File: src/rtl/mmi_arbiter.sv
// Two-requester round-robin arbiter onto a single MMI register-file port.
// Grants are locked per transaction; a stalled slave gets an error completion after TIMEOUT cycles.
module mmi_arbiter #(
    parameter int          ADDR_W   = 3,
    parameter int          TIMEOUT  = 15,
    parameter logic [31:0] ERR_DATA = 32'hDEAD_BEEF
) (
    input  logic              clk,
    input  logic              rst,
    input  logic              m0_valid,
    output logic              m0_ready,
    input  logic [3:0]        m0_wstrb,
    input  logic [31:0]       m0_wdata,
    input  logic [ADDR_W-1:0] m0_addr,
    output logic [31:0]       m0_rdata,
    input  logic              m1_valid,
    output logic              m1_ready,
    input  logic [3:0]        m1_wstrb,
    input  logic [31:0]       m1_wdata,
    input  logic [ADDR_W-1:0] m1_addr,
    output logic [31:0]       m1_rdata,
    output logic              mmi_valid,
    input  logic              mmi_ready,
    output logic [3:0]        mmi_wstrb,
    output logic [31:0]       mmi_wdata,
    output logic [ADDR_W-1:0] mmi_addr,
    input  logic [31:0]       mmi_rdata,
    output logic [1:0]        grant,
    output logic              err_o
);

    localparam logic [7:0] TO = 8'(TIMEOUT);

    typedef enum logic [1:0] {IDLE, GNT0, GNT1} state_t;

    state_t      state, state_nxt;
    logic        last_owner, last_owner_nxt;  // 0 = m0, 1 = m1
    logic [7:0]  wait_cnt;
    logic        own1, granted, req_valid, hit, tout;
    logic [31:0] rdata_c;

    assign own1      = (state == GNT1);
    assign granted   = (state != IDLE);
    assign req_valid = own1 ? m1_valid : m0_valid;
    // slave ready beats a simultaneous timeout
    assign hit       = granted && req_valid && mmi_ready;
    assign tout      = granted && req_valid && !mmi_ready && (wait_cnt == TO);
    assign rdata_c   = hit ? mmi_rdata : ERR_DATA;

    always_ff @(posedge clk or negedge rst) begin
        if (!rst) begin
            state      <= IDLE;
            last_owner <= 1'b1;
            wait_cnt   <= 8'd0;
        end else begin
            state      <= state_nxt;
            last_owner <= last_owner_nxt;
            if (state == IDLE)
                wait_cnt <= 8'd0;
            else if (!mmi_ready)
                wait_cnt <= wait_cnt + 8'd1;
        end
    end

    always_comb begin
        state_nxt      = state;
        last_owner_nxt = last_owner;
        mmi_valid      = 1'b0;
        mmi_wstrb      = 4'd0;
        mmi_wdata      = 32'd0;
        mmi_addr       = '0;
        m0_ready       = 1'b0;
        m1_ready       = 1'b0;
        m0_rdata       = 32'd0;
        m1_rdata       = 32'd0;
        err_o          = 1'b0;
        case (state)
            IDLE: begin
                if (m0_valid && m1_valid)
                    state_nxt = last_owner ? GNT0 : GNT1;
                else if (m0_valid)
                    state_nxt = GNT0;
                else if (m1_valid)
                    state_nxt = GNT1;
            end
            GNT0, GNT1: begin
                mmi_valid = req_valid && !tout;
                mmi_wstrb = own1 ? m1_wstrb : m0_wstrb;
                mmi_wdata = own1 ? m1_wdata : m0_wdata;
                mmi_addr  = own1 ? m1_addr  : m0_addr;
                if (!req_valid) begin
                    // requester abandoned the transaction: no completion, owner history kept
                    state_nxt = IDLE;
                end else if (hit || tout) begin
                    state_nxt      = IDLE;
                    last_owner_nxt = own1;
                    err_o          = tout;
                    if (own1) begin
                        m1_ready = 1'b1;
                        m1_rdata = rdata_c;
                    end else begin
                        m0_ready = 1'b1;
                        m0_rdata = rdata_c;
                    end
                end
            end
            default: state_nxt = IDLE;
        endcase
    end

    always_comb begin
        case (state)
            GNT0:    grant = 2'b01;
            GNT1:    grant = 2'b10;
            default: grant = 2'b00;
        endcase
    end

endmodule

File: config.mk
export PLATFORM = sky130hd
export DESIGN_NAME = mmi_arbiter
export DESIGN_NICKNAME = d
export VERILOG_FILES = /design/src/rtl/mmi_arbiter.sv
export SDC_FILE = /design/constraint.sdc
export NUM_CORES = 1
export LEC_CHECK = 0
export ABC_AREA = 0
export BUFFER_PORTS_ARGS = -buffer_cell sky130_fd_sc_hd__buf_2
export CAP_MARGIN = 20
export CELL_PAD_IN_SITES_DETAIL_PLACEMENT = 0
export CELL_PAD_IN_SITES_GLOBAL_PLACEMENT = 1
export CORE_ASPECT_RATIO = 1.2
export CORE_MARGIN = 4
export CORE_UTILIZATION = 21
export CTS_CLUSTER_SIZE = 24
export DETAILED_ROUTE_END_ITERATION = 8
export GPL_TIMING_DRIVEN = 0
export PLACE_DENSITY = 0.95
export SLEW_MARGIN = 20
export SYNTH_ARGS = -nofsm -noshare
export SYNTH_HDL_FRONTEND = slang
export SYNTH_SLANG_ARGS = --single-unit
File: constraint.sdc
create_clock -name clk -period 3.25 [get_ports clk]
set_clock_uncertainty 0.15 [all_clocks]
set_input_delay 0.325 -clock clk [delete_from_list [all_inputs] [get_ports clk]]
set_output_delay 0.325 -clock clk [all_outputs]
set_load 0.01 [all_outputs]
# Word-level counts from Yosys, hierarchy flattened
# Cells that the tools add are included.
# totals
regBits	11
latchBits	0
mem_bits_rw	0
rom_bits	0
input_bits	115
mem_count	0
# op_classes
n_addsub	1
n_mul	0
div	0
magnitude_cmp	0
eq_ne	6
n_shift	0
muxes	38
bitwise	0
n_reduce_logical	14
# op_table
op	n
$mux W32	11
$mux W8	2
$mux W1	13
$mux W2	6
$add A8 B1 Y8 const B	1
$eq A8 B4 Y1 const B	1
$mux W4	2
$pmux W2 S2	2
$logic_and A1 B1 Y1	6
$mux W3	2
$ne A4 B3 Y1 const B	1
$ne A3 B3 Y1 const B	1
$reduce_and A3 Y1	1
$eq A2 B1 Y1 const B	1
$eq A2 B2 Y1 const B	1
$logic_not A1 Y1	2
$logic_not A2 Y1	1
$ne A2 B1 Y1 const B	1
$reduce_and A2 Y1	1
$reduce_bool A2 Y1	1
$reduce_or A2 Y1	1
$logic_or A1 B1 Y1	1

# Longest topological paths before layout
# logic_depth
depth_word	9
ltp_mapped	9

# Least setup slack after synthesis
# No wires, ideal clock.
# synth_path
path_kind	reg-to-output
start	register state[0]
end	output m1_rdata[10]
t_arrival_ns	1.889
required_ns	2.775
slack_ns	0.886
path_stages_with_launch	10
n_path_buf	3
cell_sequence	dfrtp_1 > inv_1 > ha_1 > clkbuf_8 > mux2_2 > nand2b_1 > clkbuf_1 > clkbuf_1 > nor2_1 > nor2_1
# synth_between
elab_chain_cells	9
# synth_lines
element	line	text
start: declaration	36	state_t state, state_nxt;
start signal: assignment	56	state <= state_nxt;
$eq A2 B2 Y1 (*)	42	assign own1 = (state == GNT1);
via own1	39	logic own1, granted, req_valid, hit, tout;
$mux W1	44	assign req_valid = own1 ? m1_valid : m0_valid;
$logic_and A1 B1 Y1	46, 47	
$logic_and A1 B1 Y1, on equally long branches	46, 47	
$mux W32 / $logic_and A1 B1 Y1 (equally long branches)	48, 47	
$mux W32 / $logic_or A1 B1 Y1 (equally long branches)	98, 94	
$mux W32	94	end else if (hit || tout) begin
$mux W32	91	if (!req_valid) begin
$mux W32 (*)	77	case (state)
end: declaration	21	output logic [31:0] m1_rdata,
# Mark *: on every way through the listed nets, which the timed path passes. The rest lies on a longest branch.

# Final worst setup path
# layout_path
start	register state[0]
end	output m1_rdata[30]
# The elaborated chain is that of the path after synthesis.

==> flow_metrics.tcl <==
set metrics [dict create \
    ios 224 \
    die_area_um2 10070 \
    start_util_pct 21.83 \
    tritoncts "yes" \
    finalCritPeriodShare_pct 92.90 \
    hpwl_um 6724 \
    intPower_w 0.0009580 \
    critPathMaxStageDelay_ns 0.38 \
    num_antenna_cells 0 \
    syn_nets 374 \
    nets 603 \
    antenna_found_initial 3 \
    rows 36 \
    required_ns 2.77 \
    grt_pass1_vias 2356 \
    vias_per_cell 4.233 \
    cts_made_buffers 3 \
    grt_usage_pct 13.14 \
    root_buffer "clkbuf_8" \
    setup_tns_ns 0 \
    area_growth_pct 73.50 \
    drive_gt1_share_pct 50.00 \
    fp.dieH_um 109.1 \
    vdd.ir_drop.worst_uv 291.8 \
    p_switching_w 0.0008951 \
    clkTransAtPathRegs_ns 0.05 \
    dpl_cell_area_um2 3048 \
    cellPowerDensity_nw_per_um2 596.9 \
    end_kind "output port" \
    pwr-share-comb_pct 82.3 \
    nFillCells 882 \
    ys_seq_area_share_pct 15.45 \
    final_cell_mix "buf_2 (227), nor2_1 (85), mux2i_1 (40), nor2b_1 (40), and2_1 (16)" \
    drv_slew 0 \
    setup-violations-final 0 \
    synth_warnings 0 \
    htree_num_levels 1 \
    drt_iter0_markers 88 \
    maxCapViolations 0 \
    synth_top_area_share_pct 22.38 \
    syn_avg_cell_area_um2 7.044 \
    gp_congestion 0.8186 \
    synth_edf_count 0 \
    first_pass_iters 4 \
    cpMaxStageDelayCell "clkbuf_1" \
    yosys.area.top_type "mux2i_1" \
    route.detailed.drc 0 \
    synth_area_um2 1789 \
    max_freq_ghz 0.3312 \
    routed_wl_um 7595 \
    clkSinkCount 11 \
    grt_pass1_wl_um 10980 \
    ys_ff_latch 11 \
    core-area_um2 8198 \
    fp.dieW_um 92.26 \
    synth_ff_type "dfrtp_1" \
    wl_per_cell_um 12.74 \
    crit_path_start_kind "flip-flop" \
    critPathKind "flip-flop to output port" \
    grt_start_max_net_pins 12 \
    clkLatencyLatePin_ns 0.24 \
    postCtsSetupRepairBufs 0 \
    switching_share_pct 48.30 \
    yosys-top-cells-area "mux2i_1 (22%), nor2_1 (18%), dfrtp_1 (14%)" \
    leakage_nw 1.935 \
    grt_overflow 0 \
    antenna_left 0 \
    synth_cells 254 \
    rsz0062_at_grt "false" \
    path_max_fanout 10 \
    hold_class "input port to flip-flop" \
    clockBufferDepth 2 \
    via_count 2523 \
    path_cells "inv_1 -> ha_1 -> clkbuf_8 -> mux2_2 -> nand2b_1 -> clkbuf_1 -> clkbuf_1 -> nor2_1 -> nor2_1 -> buf_2" \
    io_buffers 223 \
    seqPwrFrac_pct 10.2 \
    tightest_slew_ns 0.6693 \
    p_clk_share_pct 7.5 \
    final_area_um2 3104 \
    period_needed_ns 3.019 \
    final_common_cell "buf_2" \
    async_flop_share_pct 100.0 \
    relSlewSlack_pct 55.38 \
    status "complete, no violations" \
    critPathArrivalTime_ns 2.54 \
    hold_viol_final 0 \
    yosysUniqueCellTypes 33 \
]
-- registers in the layout, summed over array words and instances (netlist names) --
| name | flops |
|---|---|
| wait_cnt | 8 |
| last_owner | 1 |
| state | 2 |
-- cell families after synthesis --
| family | after synthesis | synth area share [%] |
|---|---|---|
| AND/OR/NAND/NOR | 162 | 45.11 |
| XOR/XNOR | 7 | 3.427 |
| AO/OA/AOI/OAI | 6 | 2.377 |
| multiplexers | 41 | 23.01 |
| flip-flops | 11 | 15.45 |
| buffers and inverters | 22 | 7.133 |
| adder cells (fa/ha/maj) | 5 | 3.497 |
-- what timing repair did --
item / CTS / global route
gates resized for setup: 0 / 2
hold buffers: 1 / 0
endpoints found under the hold margin: 10 / 0
endpoints found under the setup margin: 0 / 8
-- per-layer routing --
layer	wire length [µm]	track usage, %	vias to the layer above
met3	893	4.141	10
met2	3851	24.37	149
met4	40	2.123	6
met1	2773	14.99	1086
li1	-	-	1272
met5	36	0	-
-- power groups by stage --
stage / Sequential, W / Combinational, W / Clock, W
2_1_floorplan: 0.000186 / 0.000986 / 0
3_3_place_gp: 0.000189 / 0.00152 / 0
3_5_place_dp: 0.000191 / 0.00154 / 0
4_1_cts: 0.000189 / 0.00155 / 0.000142
5_1_grt: 0.000193 / 0.00168 / 0.000154
6_report: 0.000190 / 0.00152 / 0.000139
-- stage by stage --
step | hold slack [ns] | std cells | setup slack, ns | total power, W | utilization [%]
2_1_floorplan | -0.1206 | 254 | 0.8862 | 0.001172 | -
3_3_place_gp | 0.04932 | 591 | 0.4291 | 0.001713 | 37.18
3_5_place_dp | 0.05844 | 591 | 0.3789 | 0.001732 | 37.18
4_1_cts | 0.2537 | 596 | 0.1328 | 0.001884 | 37.85
5_1_grt | 0.2795 | 596 | 0.05917 | 0.002023 | 37.87
6_report | 0.2630 | 596 | 0.2307 | 0.001853 | 37.87
-- critical path, delay by kind of cell (launching register included) --
kind | cells | cell delay, ns
multiplexers | 1 | 0.35
buffers and inverters | 5 | 1.07
adder cells (fa/ha/maj) | 1 | 0.17
AND/OR/NAND/NOR | 3 | 0.34
flip-flops | 1 | 0.37
-- final cells by class --
cell class / count / area [µm²] / share of cell area [%]
buffer: 18 / 113.9 / 3.668
clock buffer: 4 / 45.04 / 1.451
multi-input combinational: 221 / 1385 / 44.62
tap: 114 / 142.6 / 4.595
sequential: 11 / 276.5 / 8.908
timing repair buffer: 224 / 1126 / 36.28
inverter: 4 / 15.01 / 0.4837
-- cells in the mapped netlist (4+ instances only) --
cell type / n
nand2_1: 4
nor2_1: 85
mux2i_1: 40
buf_2: 4
inv_1: 4
and2_1: 16
clkbuf_1: 10
ha_1: 5
nand3_1: 4
dfrtp_1: 10
xor2_1: 5
nor2b_1: 40
-- worst paths after layout --
path	cells past startpoint	slack (ns)	from	to
worst max-delay path	10	0.23	state[0]$_DFFE_PN0P_	m1_rdata[30]
worst min-delay path	3	0.26	m0_valid	state[0]$_DFFE_PN0P_
worst max register to register	5	1.22	wait_cnt[4]$_DFFE_PN0P_	last_owner$_DFFE_PN1P_
worst min register to register	1	0.37	last_owner$_DFFE_PN1P_	last_owner$_DFFE_PN1P_
max in group asynchronous	2	2.35	rst	last_owner$_DFFE_PN1P_
min in group asynchronous	2	0.34	rst	state[0]$_DFFE_PN0P_
Note: power is estimated with default switching activity, not from simulation.
